### src/rtl/cpu_types_pkg.sv
// Shared CPU types for the fetch stage: word type, opcodes, PC step and fetch FSM states.
package cpu_types_pkg;

    typedef logic [31:0] word_t;

    typedef enum logic [5:0] {
        RTYPE = 6'b000000,
        J     = 6'b000010,
        JAL   = 6'b000011,
        BEQ   = 6'b000100,
        BNE   = 6'b000101,
        ADDI  = 6'b001000,
        LW    = 6'b100011,
        SW    = 6'b101011,
        HALT  = 6'b111111
    } opcode_t;

    localparam word_t PC_STEP = 32'd4;

    typedef enum logic {
        RUN       = 1'b0,
        HALT_SEEN = 1'b1
    } fetch_state_t;

endpackage

### src/rtl/pipereg_if.sv
// IF/ID pipeline register bundle; the fetch stage drives it and decode reads it.
interface pipereg_if_id;
    cpu_types_pkg::word_t instr;
    cpu_types_pkg::word_t pc;
    cpu_types_pkg::word_t pcn;
    logic                 valid;

    modport stage  (output instr, pc, pcn, valid);
    modport decode (input  instr, pc, pcn, valid);
endinterface

### src/rtl/if_fetch_stage_pc_reg.sv
// Program counter register: a redirect target beats sequential advance, otherwise hold.
module pc_reg
    import cpu_types_pkg::*;
#(
    parameter logic [31:0] PC_INIT = 32'h00000000
) (
    input  logic        clk,
    input  logic        rst_n,
    input  logic        redirect,
    input  logic [31:0] redirect_pc,
    input  logic        advance,
    output logic [31:0] pc
);

    word_t next_pc;

    // The increment wraps naturally at 2^32 because of the 32-bit width.
    always_comb begin
        next_pc = pc;
        if (redirect)
            next_pc = redirect_pc;
        else if (advance)
            next_pc = pc + PC_STEP;
    end

    always_ff @(posedge clk or negedge rst_n) begin
        if (!rst_n)
            pc <= PC_INIT;
        else
            pc <= next_pc;
    end

endmodule

### src/rtl/if_fetch_stage.sv
// Instruction fetch stage with the IF/ID latch and HALT-stop FSM.
// Optional FETCH_PERF_EN adds fetch and stall counters.
module if_fetch_stage
    import cpu_types_pkg::*;
#(
    parameter logic [31:0] PC_INIT = 32'h00000000
) (
    input  logic        CLK,
    input  logic        nRST,
    input  logic        ihit,
    input  logic [31:0] imemload,
    output logic        imemREN,
    output logic [31:0] imemaddr,
    input  logic        WEN,
    input  logic        redirect,
    input  logic [31:0] redirect_pc,
    output logic [31:0] instr_out,
    output logic [31:0] pc_out,
    output logic [31:0] pcn_out,
    output logic        valid_out,
    output logic        halted_out
`ifdef FETCH_PERF_EN
    ,
    output logic [31:0] fetch_cnt,
    output logic [31:0] stall_cnt
`endif
);

    fetch_state_t state, next_state;
    word_t        pc;
    logic         load;
    logic         is_halt;

    pipereg_if_id ifid ();

    assign is_halt = (opcode_t'(imemload[31:26]) == HALT);
    assign load    = !redirect && WEN && (state == RUN) && ihit;

    pc_reg #(.PC_INIT(PC_INIT)) u_pc_reg (
        .clk        (CLK),
        .rst_n      (nRST),
        .redirect   (redirect),
        .redirect_pc(redirect_pc),
        .advance    (load),
        .pc         (pc)
    );

    assign imemREN  = (state == RUN);
    assign imemaddr = pc;

    always_ff @(posedge CLK or negedge nRST) begin
        if (!nRST)
            state <= RUN;
        else
            state <= next_state;
    end

    // A redirect squashes a pending halt, including one arriving in the same cycle.
    always_comb begin
        next_state = state;
        if (redirect)
            next_state = RUN;
        else if (load && is_halt)
            next_state = HALT_SEEN;
    end

    // Stalls hold the latch; every other non-loading cycle inserts a bubble.
    always_ff @(posedge CLK or negedge nRST) begin
        if (!nRST) begin
            ifid.instr <= '0;
            ifid.pc    <= '0;
            ifid.pcn   <= '0;
            ifid.valid <= 1'b0;
        end else if (load) begin
            ifid.instr <= imemload;
            ifid.pc    <= pc;
            ifid.pcn   <= pc + PC_STEP;
            ifid.valid <= 1'b1;
        end else if (redirect || WEN) begin
            ifid.instr <= '0;
            ifid.pc    <= '0;
            ifid.pcn   <= '0;
            ifid.valid <= 1'b0;
        end
    end

    assign instr_out  = ifid.instr;
    assign pc_out     = ifid.pc;
    assign pcn_out    = ifid.pcn;
    assign valid_out  = ifid.valid;
    assign halted_out = (state == HALT_SEEN);

`ifdef FETCH_PERF_EN
    always_ff @(posedge CLK or negedge nRST) begin
        if (!nRST) begin
            fetch_cnt <= '0;
            stall_cnt <= '0;
        end else begin
            if (load)
                fetch_cnt <= fetch_cnt + 32'd1;
            if (!redirect && (state == RUN) && (!WEN || !ihit))
                stall_cnt <= stall_cnt + 32'd1;
        end
    end
`endif

endmodule

### config.mk
export PLATFORM = sky130hd
export DESIGN_NAME = if_fetch_stage
export DESIGN_NICKNAME = d
export VERILOG_FILES = /design/src/rtl/cpu_types_pkg.sv /design/src/rtl/pipereg_if.sv /design/src/rtl/if_fetch_stage_pc_reg.sv /design/src/rtl/if_fetch_stage.sv
export SDC_FILE = /design/constraint.sdc
export NUM_CORES = 1
export LEC_CHECK = 0
export CORE_ASPECT_RATIO = 0.8
export CORE_UTILIZATION = 39
export DETAILED_ROUTE_END_ITERATION = 16
export GPL_TIMING_DRIVEN = 0
export MAX_ROUTING_LAYER = met4
export PLACE_DENSITY = 0.71
export REMOVE_ABC_BUFFERS = 1
export SLEW_MARGIN = 20
export SYNTH_ARGS = -nofsm -noshare
export SYNTH_HDL_FRONTEND = slang
export SYNTH_SLANG_ARGS = --single-unit
### constraint.sdc
create_clock -name CLK -period 2.2 [get_ports CLK]
set_input_delay 0.55 -clock CLK [delete_from_list [all_inputs] [get_ports CLK]]
set_output_delay 0.55 -clock CLK [all_outputs]
set_load 0.005 [all_outputs]
==> results.md, run 1 <==
- Ys flop type: dfrtp_1
- First-pass detailed-route iteration total: 6
- H-Tree Depth: 4
- Iter 0 DRT Violations: around 280
- Worst-Skew Late Latency: ~0.42 ns
- Max clock buf depth: 2
- CP Class: reg -> out
- Clk pin slew, worst setup/hold paths: about 0.060 ns
- Pins over their slew limit: 0
- CTS Root Cell: clkbuf_16
- Area grow syn2layout: 49.8%
- Grt peak-use layer: met2
- Placed cell count: 861
- Cells along the critical path: clkdlybuf4s50_1
- Synthesis Warnings: 0
- Fill cells: approximately 1200
- GRT Resource Usage Total: a little under a quarter
- Post-synth ARST share: 100%
- LEAKAGE: 0.00355 uW
- Rel. slew slack: about three fifths
- Die X-Extent: around 140 um
- GPL Wtd Cong: 0.775
- Detailed placement HPWL: around 11000 um
- Setup Viol. Count Final: 0
- Routed vias/inst: 5.23
- Met1 Resource Use GR: approximately a third
- DR WL/cell: about 18 um
- Clk_skew: slightly above 0.01 ns
- Hold Crit Class: reg -> reg
- Num CTS Buffers: 17
- Flops & latches, synth: between 100 and 150
- Avg Cell Area, Syn: about 11 um^2
- Initial antenna violation count: 0
- Vias in the first global route: 4805
- Critical Path RT: roughly 1.7 ns
- CTS tree: built
- Chip Height: around 110 um
- Synth top area share: 55.8%
- Leading area contributor after synthesis: dfrtp_1
- Final WL: roughly 16000 um
- Met3 usage: 4.82%
- Synthesized area: 5740 um^2
- Nature of the critical path startpoint: flop
- Synth unique cells: 42
- Worst slack, placed: -1.08 ns
- Delay-heaviest family, CP: flip-flops
- Tcrit/Tclk final: a little over nine tenths
- Vias post-DR: around 4700
- Max-Cap Viols: 0
- Die Area: 15200 um^2
- Crit path time final: around 2.1 ns
- IO Pins: 200
- Syn Inst Count: a little over 500
- Sequential share of the synthesized area: 55.8%
- Fraction of final layout cells with drive strength greater than 1: a little over a tenth
- Final #Nets: 770
- CTS sink cnt: 128
- Status: finished, final reports clean
- Worst path slowest cell: dfrtp_1
- Peak fanout along the critical path: 9
- Peak VDD IR: ~0.00047 V
- Initial core utilization: approximately two fifths
- ANT nets after route: 0
- RR Startpoint: u_pc_reg.pc[3]
- Worst setup path start: u_pc_reg.pc[5]
- Post-synth EDFFs: 0
- Max Clock Freq: about 0.47 GHz
- Cell Pwr Density: between 700 and 800 nW/um^2
- Core ar.: around 14000 um^2
- DR DRC count: 0
- First-pass GRT wire length: 25700 um
- Hold path start: pcn_out[23]
- Gr ovfl total: 0
- M2 GR Usage: 33.8%
- Final WS setup: a little under 0.08 ns
- ANT cells: 0
- Slew at the pin closest to its max-slew limit: between 0.6 and 0.7 ns
- Crit path DAT: 1.57 ns
- Top post-synthesis cells by area: dfrtp_1 (56%), a22o_1 (10%), xor2_1 (5.2%), nand2_1 (4.9%), o21ai_0 (4.0%)
- Largest net degree at the start of global routing: 99
- Final cell count without fillers: 897
- Final hold vios: 0
- Site row count: 39
- PortBufs: roughly 200
- Max incr delay on CP: between 0.5 and 0.6 ns
- Setup TNS: 0 ns
- Critical Path Sink Type: primary output
- CP Buf/Inv Count: 1
## worst paths after layout
kind	to	slack, ns	depth (start not counted)
min in group asynchronous	instr_out[11]	0.58	2
worst min-delay path	pcn_out[23]	0.48	2
max in group asynchronous	u_pc_reg.pc[2]	0.80	3
worst min register to register	pcn_out[23]	0.48	2
worst max register to register	u_pc_reg.pc[14]	0.18	8
worst max-delay path	imemaddr[5]	0.08	1
## synth_stat cells (3+ instances only)
cell	instances
a22o_1	67
nand2_1	75
nand3_1	17
buf_4	7
dfrtp_1	128
nor4_1	3
o21ai_1	7
nor3_1	3
nand4_1	18
nor2_1	9
xnor2_1	22
and3_1	5
buf_1	8
nor4_4	3
xor2_1	34
o21ai_0	46
mux2_2	6
buf_2	8
clkbuf_1	22
nor3b_1	3
## placed cells by master, fill, tap and decap left out, types with 6 or more instances in the layout
master / n
clkdlybuf4s50_1: 197
dfrtp_1: 126
nand2_1: 75
a22o_1: 67
o21ai_0: 46
xor2_1: 34
xnor2_1: 22
nand4_1: 18
clkbuf_16: 17
nand3_1: 15
nor4_4: 7
o21ai_1: 7
nor2_1: 7
mux2_2: 6
## where the power goes
group	total [uW]	internal (uW)	leakage [uW]	switching [uW]
registers	2660	2480	0.00170	182
clock network	2550	1450	0.000250	1100
logic	806	479	0.00160	327
total	6020	4410	0.00355	1610
## through the flow
stage,hold slack [ns],power [uW],area (um^2),utilization [%]
after CTS,0.484,6090,8550,59.8
after detailed placement,0.420,3500,7940,55.5
final,0.482,6020,8600,60.1
after global placement,0.464,3450,7740,54.2
after global routing,0.512,6280,8600,60.1
after floorplan,0.254,2910,5520,-
## metal layers
layer | wire, um | part of all wire [%] | vias to the layer above
met5 | 0 | 0 | -
met4 | 114 | 0.71 | 0
met3 | 918 | 5.7 | 10
met2 | 7550 | 47 | 145
met1 | 7460 | 46 | 2335
li1 | - | - | 2205
## timing repair
action,in CTS,in global routing
buffers inserted,3,0
hold buffers,1,0
endpoints found under the setup margin,41,32
pin swaps,2,2
resized for setup,7,9
endpoints found under the hold margin,30,0
## cell type report
| class | count | area [um^2] | share of cell area, % |
|---|---|---|---|
| sequential | 128 | 3210 | 37.3 |
| timing repair buffer | 210 | 2200 | 25.6 |
| multi-input combinational | 342 | 2420 | 28.1 |
| clock inverter | 14 | 109 | 1.27 |
| inverter | 1 | 3.75 | 0.0437 |
| tap | 184 | 230 | 2.68 |
| clock buffer | 18 | 429 | 4.99 |
## cell families (layout without fill, tap and decap cells)
group	Yosys count	after routing	synth area share, %
AOI/OAI and AO/OA	121	121	14.9
xor gates and xnor gates	56	56	8.55
adders and majority gates	1	1	0.218
and+or+nand+nor	157	157	15.3
DFF	128	128	55.8
buffers and inverters	48	243	3.82
muxes	7	7	1.35
(Power assumes the default switching activity.)
==> inputs of run 2 (changes only) <==
Settings changed: CORE_MARGIN from default to 4, SLEW_MARGIN 20 to 5.
==> results.md, run 2 (synthesis results as in run 1) <==
- Num CTS Buffers: 17
- CP Class: reg -> out
- Critical Path RT: approximately 1.7 ns
- ANT nets after route: 0
- Hold Crit Class: in -> async
- LEAKAGE: approximately 0.0036 uW
- Reg2reg path depth: 7
- Clk_skew: between 0.007 and 0.008 ns
- Status: finished, final reports clean
- Commonest non-fill, non-tap cell in the layout: clkdlybuf4s50_1
- Worst slack, placed: -1.04 ns
- Peak VDD IR: around 0.00071 V
- Final hold vios: 0
- Pins over their slew limit: 0
- Die Area: between 15000 and 20000 um^2
- Crit path DAT: 1.60 ns
- Most frequent cells in the layout: clkdlybuf4s50_1 (197), dfrtp_1 (127), nand2_1 (75)
- Max Clock Freq: 0.465 GHz
- Final WL: between 15000 and 20000 um
- RSZ-0062 raised after global routing: yes
- DR DRC count: 0
- Max clock buf depth: 2
- Max-Cap Viols: 0
- Max incr delay on CP: around 0.6 ns
- CP Buf/Inv Count: 1
- Clk pin slew, worst setup/hold paths: 0.06 ns
- Final WS setup: 0.0517 ns
- Worst path slowest cell: clkdlybuf4s50_1
- Clk pwr share: between 40% and 50%
- NetSw: around 1500 uW
- Worst-Skew Late Latency: ~0.42 ns
- ANT cells: 0
- Iter 0 DRT Violations: around 230
- Initial antenna violation count: 0
- Crit path time final: about 2.1 ns
- DR WL/cell: 18.2 um
- Cells along the critical path: clkdlybuf4s50_1
- First-pass GRT wire length: ~27000 um
- Fraction of final layout cells with drive strength greater than 1: a little over a tenth
- Chip Height: 116 um
- Site row count: 39
- Critical Path Sink Type: primary output
- CTS Root Cell: clkbuf_16
- Slew at the pin closest to its max-slew limit: between 0.7 and 0.8 ns
- Area grow syn2layout: 50.3%
- P_int: ~4800 uW
- First-pass detailed-route iteration total: 4
- IO Pins: 200
- Die X-Extent: 144 um
- H-Tree Depth: 4
- Routed vias/inst: 5.23
- Fill cells: between 1000 and 1500
- Cell Pwr Density: approximately 740 nW/um^2
- PortBufs: around 200
- Final #Nets: ~770
- Delay-heaviest family, CP: buffers and inverters
- Worst path depth: 1
- Rel. slew slack: 50.2%
- GPL Wtd Cong: 0.773
- Gr ovfl total: 0
- Hold_buf cts: 0
- Sw Share: between 20% and 30%
- Vias post-DR: 4681
- Fin util: between 60% and 70%
- Largest net degree at the start of global routing: between 90 and 100
- Comb pwr share: between 10% and 20%
- Sequential share of power: 41.8%
- Vias in the first global route: approximately 5000
- Core ar.: approximately 14000 um^2
- Detailed placement HPWL: roughly 11000 um
- Setup Viol. Count Final: 0
- Initial core utilization: 40.0%
- CTS tree: built
- Peak fanout along the critical path: 10
- CTS sink cnt: ~130
- Tcrit/Tclk final: between 90% and 100%
- GRT Resource Usage Total: between 20% and 30%
- Nature of the critical path startpoint: flop
-- run 2: cell count changes in the layout (fill, tap and decap cells not counted), moves of 3 or more --
cell and change:
inv_6 -4, clkinv_4 -3, bufinv_16 +3, clkbuf_8 +4
-- run 2: through the flow --
stage | area [um^2] | TNS (ns) | hold slack (ns) | total power, uW | cells
6_report | 8620 | 0 | 0.0185 | 6380 | 895
5_1_grt | 8620 | -0.0319 | 0.0318 | 6640 | 895
4_1_cts | 8600 | 0 | 0.0131 | 6440 | 895
3_5_place_dp | 7910 | -55.39 | 0.466 | 3490 | 860
3_3_place_gp | 7740 | -1148.26 | 0.463 | 3460 | 854
2_1_floorplan | 5520 | -163.69 | 0.254 | 2910 | 471
-- run 2: final cells by class --
| class | instances | area (um^2) | area share [%] |
|---|---|---|---|
| clock inverter | 9 | 130 | 1.51 |
| tap | 184 | 230 | 2.67 |
| timing repair buffer | 208 | 2160 | 25.1 |
| clock buffer | 23 | 488 | 5.66 |
| inverter | 1 | 3.75 | 0.0435 |
| multi-input combinational | 342 | 2410 | 27.9 |
| sequential | 128 | 3200 | 37.2 |
-- run 2: final timing paths --
path / slack, ns / end / start
worst max-delay path: 0.05 / imemaddr[18] / u_pc_reg.pc[18]
worst min-delay path: 0.02 / instr_out[5] / nRST
worst max register to register: 0.14 / pcn_out[20] / u_pc_reg.pc[3]
worst min register to register: 0.48 / pcn_out[19] / pcn_out[19]
max in group asynchronous: 1.39 / u_pc_reg.pc[16] / nRST
min in group CLK: 0.48 / pcn_out[19] / pcn_out[19]
-- run 2: timing repair --
action	4_1_cts	5_1_grt
pin swaps	2	0
buffers inserted	3	0
resized for setup	8	6
endpoints found under the setup margin	41	19
hold endpoints to repair	0	0
-- run 2: worst register-to-register path, delay by kind of cell (launching register included) --
| kind | cells | cell delay (ns) |
|---|---|---|
| and+or+nand+nor | 3 | 0.71 |
| xor gates and xnor gates | 1 | 0.15 |
| buffers and inverters | 1 | 0.21 |
| AOI/OAI and AO/OA | 1 | 0.09 |
| adders and majority gates | 1 | 0.29 |
| DFF | 1 | 0.46 |
-- run 2: metal layers --
metal | vias to the layer above | share of wire [%] | track usage (%)
met3 | 14 | 5.6 | 5.03
met4 | 0 | 0.88 | 5.96
met1 | 2328 | 47 | 28.6
met2 | 145 | 47 | 31.9
li1 | 2194 | - | -
met5 | - | 0 | -
-- run 2: power groups by stage --
stage | combinational (uW) | clock, uW | sequential [uW]
after floorplan | 241 | 0 | 2670
after global placement | 765 | 0 | 2690
after detailed placement | 795 | 0 | 2700
after CTS | 808 | 2970 | 2660
after global routing | 876 | 3080 | 2690
final | 798 | 2920 | 2660
==> inputs of run 3 (changes only) <==
Settings changed: PLACE_DENSITY 0.71 to 0.75, SLEW_MARGIN 5 to 20.
==> results.md, run 3 (synthesis results as in run 1) <==
- Final WL: around 16000 um
- Hold_buf cts: 0
- Vias post-DR: around 4700
- CP Buf/Inv Count: 1
- CTS sink cnt: about 130
- Setup TNS: 0 ns
- Detailed placement HPWL: 11700 um
- Most frequent cells in the layout: clkdlybuf4s50_1 (196), dfrtp_1 (125), nand2_1 (75)
- Initial core utilization: around two fifths
- Worst-Skew Late Latency: roughly 0.4 ns
- ANT cells: 0
- RR Startpoint: u_pc_reg.pc[3]
- Area of the multi-input gates: 2420 um^2
- Delay-heaviest family, CP: flip-flops
- LEAKAGE: ~0.0036 uW
- Worst reg2reg setup slack: approximately 0.14 ns
- Final hold vios: 0
- Core ar.: ~14000 um^2
- Iter 0 DRT Violations: 232
- Chip Height: approximately 120 um
- H-Tree Depth: 4
- Final #Nets: 769
- Reg2reg path depth: 6
- Critical Path RT: roughly 1.7 ns
- Num CTS Buffers: 17
- Max clock buf depth: 2
- Commonest non-fill, non-tap cell in the layout: clkdlybuf4s50_1
- GPL Wtd Cong: between 0.8 and 0.9
- Tcrit/Tclk final: a little over nine tenths
- Crit path time final: around 2.1 ns
- Site row count: 39
- ANT nets after route: 0
- Crit path DAT: about 1.6 ns
- Cell Pwr Density: 726 nW/um^2
- Initial antenna violation count: 0
- CTS Root Cell: clkbuf_16
- Largest net degree at the start of global routing: 68
- Max-Cap Viols: 0
- Clk_skew: roughly 0.0059 ns
- RSZ-0062 raised after global routing: yes
- Gr ovfl total: 0
- CP Class: reg -> out
- Routed vias/inst: about 5.3
- Hold Crit Class: in -> async
- Max incr delay on CP: ~0.58 ns
- Clk pin slew, worst setup/hold paths: 0.05 ns
- Peak VDD IR: about 0.00052 V
- First-pass detailed-route iteration total: 5
- Status: finished, final reports clean
- PortBufs: around 200
- IO Pins: 200
- CTS tree: built
- Slew at the pin closest to its max-slew limit: 0.827 ns
- Die Area: roughly 17000 um^2
- Critical Path Sink Type: primary output
- Vias in the first global route: 5025
- Pins over their slew limit: 0
- Fill cells: around 1100
- FF-to-FF End: u_pc_reg.pc[26]
- Power, Total: about 6300 uW
- GRT Resource Usage Total: between 20% and 30%
- DR WL/cell: 18.4 um
- Fraction of final layout cells with drive strength greater than 1: roughly a tenth
- Area grow syn2layout: 50.1%
- Die X-Extent: about 140 um
- Peak fanout along the critical path: 9
- Max Clock Freq: 0.471 GHz
- Worst path slowest cell: dfrtp_1
- First-pass GRT wire length: ~27000 um
- Rel. slew slack: between 40% and 50%
- DR DRC count: 0
- Reg area: about 3200 um^2
- Cells along the critical path: clkdlybuf4s50_1
- Nature of the critical path startpoint: flop
- Setup Viol. Count Final: 0
[run 3: worst max-delay path by stage]
stage,startpoint,to,slack [ns],depth (start not counted)
3_5_place_dp,WEN,pcn_out[30],-1.08,4
4_1_cts,u_pc_reg.pc[5],pcn_out[17],-0.005,5
6_report,u_pc_reg.pc[5],imemaddr[5],0.07,1
5_1_grt,u_pc_reg.pc[11],u_pc_reg.pc[16],0.006,5
2_1_floorplan,WEN,instr_out[0],-1.78,2
3_3_place_gp,redirect,instr_out[11],-5.78,3
[run 3: layout make-up]
type / instances / area share [%]
timing repair buffer: 209 / 25.2
tap: 184 / 2.67
inverter: 1 / 0.0436
multi-input combinational: 342 / 28.1
clock inverter: 7 / 1.28
sequential: 128 / 37.2
clock buffer: 23 / 5.43
[run 3: timing repair]
action,CTS,global route
gates resized for setup,8,12
setup buffers,3,1
pin swaps,2,1
setup endpoints to repair,41,36
[run 3: report_power, final]
| part | switching, uW | internal (uW) | total (uW) |
|---|---|---|---|
| Clock | 963 | 1820 | 2780 |
| Combinational | 331 | 473 | 804 |
| Sequential | 183 | 2480 | 2670 |
| Total | 1480 | 4770 | 6250 |
[run 3: metal layers]
| layer | up-vias | track usage (%) | wire length (um) |
|---|---|---|---|
| li1 | 2199 | - | - |
| met1 | 2357 | 27.2 | 7220 |
| met2 | 154 | 32.9 | 7850 |
| met3 | 22 | 6.63 | 1160 |
| met4 | 0 | 5.83 | 234 |
| met5 | - | - | 0 |
[run 3: stage by stage]
stage          hold WS (ns)  instances  cell area (um^2)  util, %  setup WS (ns)
3_3_place_gp          0.463        854              7740     54.0          -5.78
3_5_place_dp          0.470        860              7910     55.1          -1.08
4_1_cts               0.125        893              8560     59.6       -0.00548
2_1_floorplan         0.254        471              5520        -          -1.78
5_1_grt               0.149        894              8610     60.0        0.00640
6_report              0.106        894              8610     60.0         0.0746
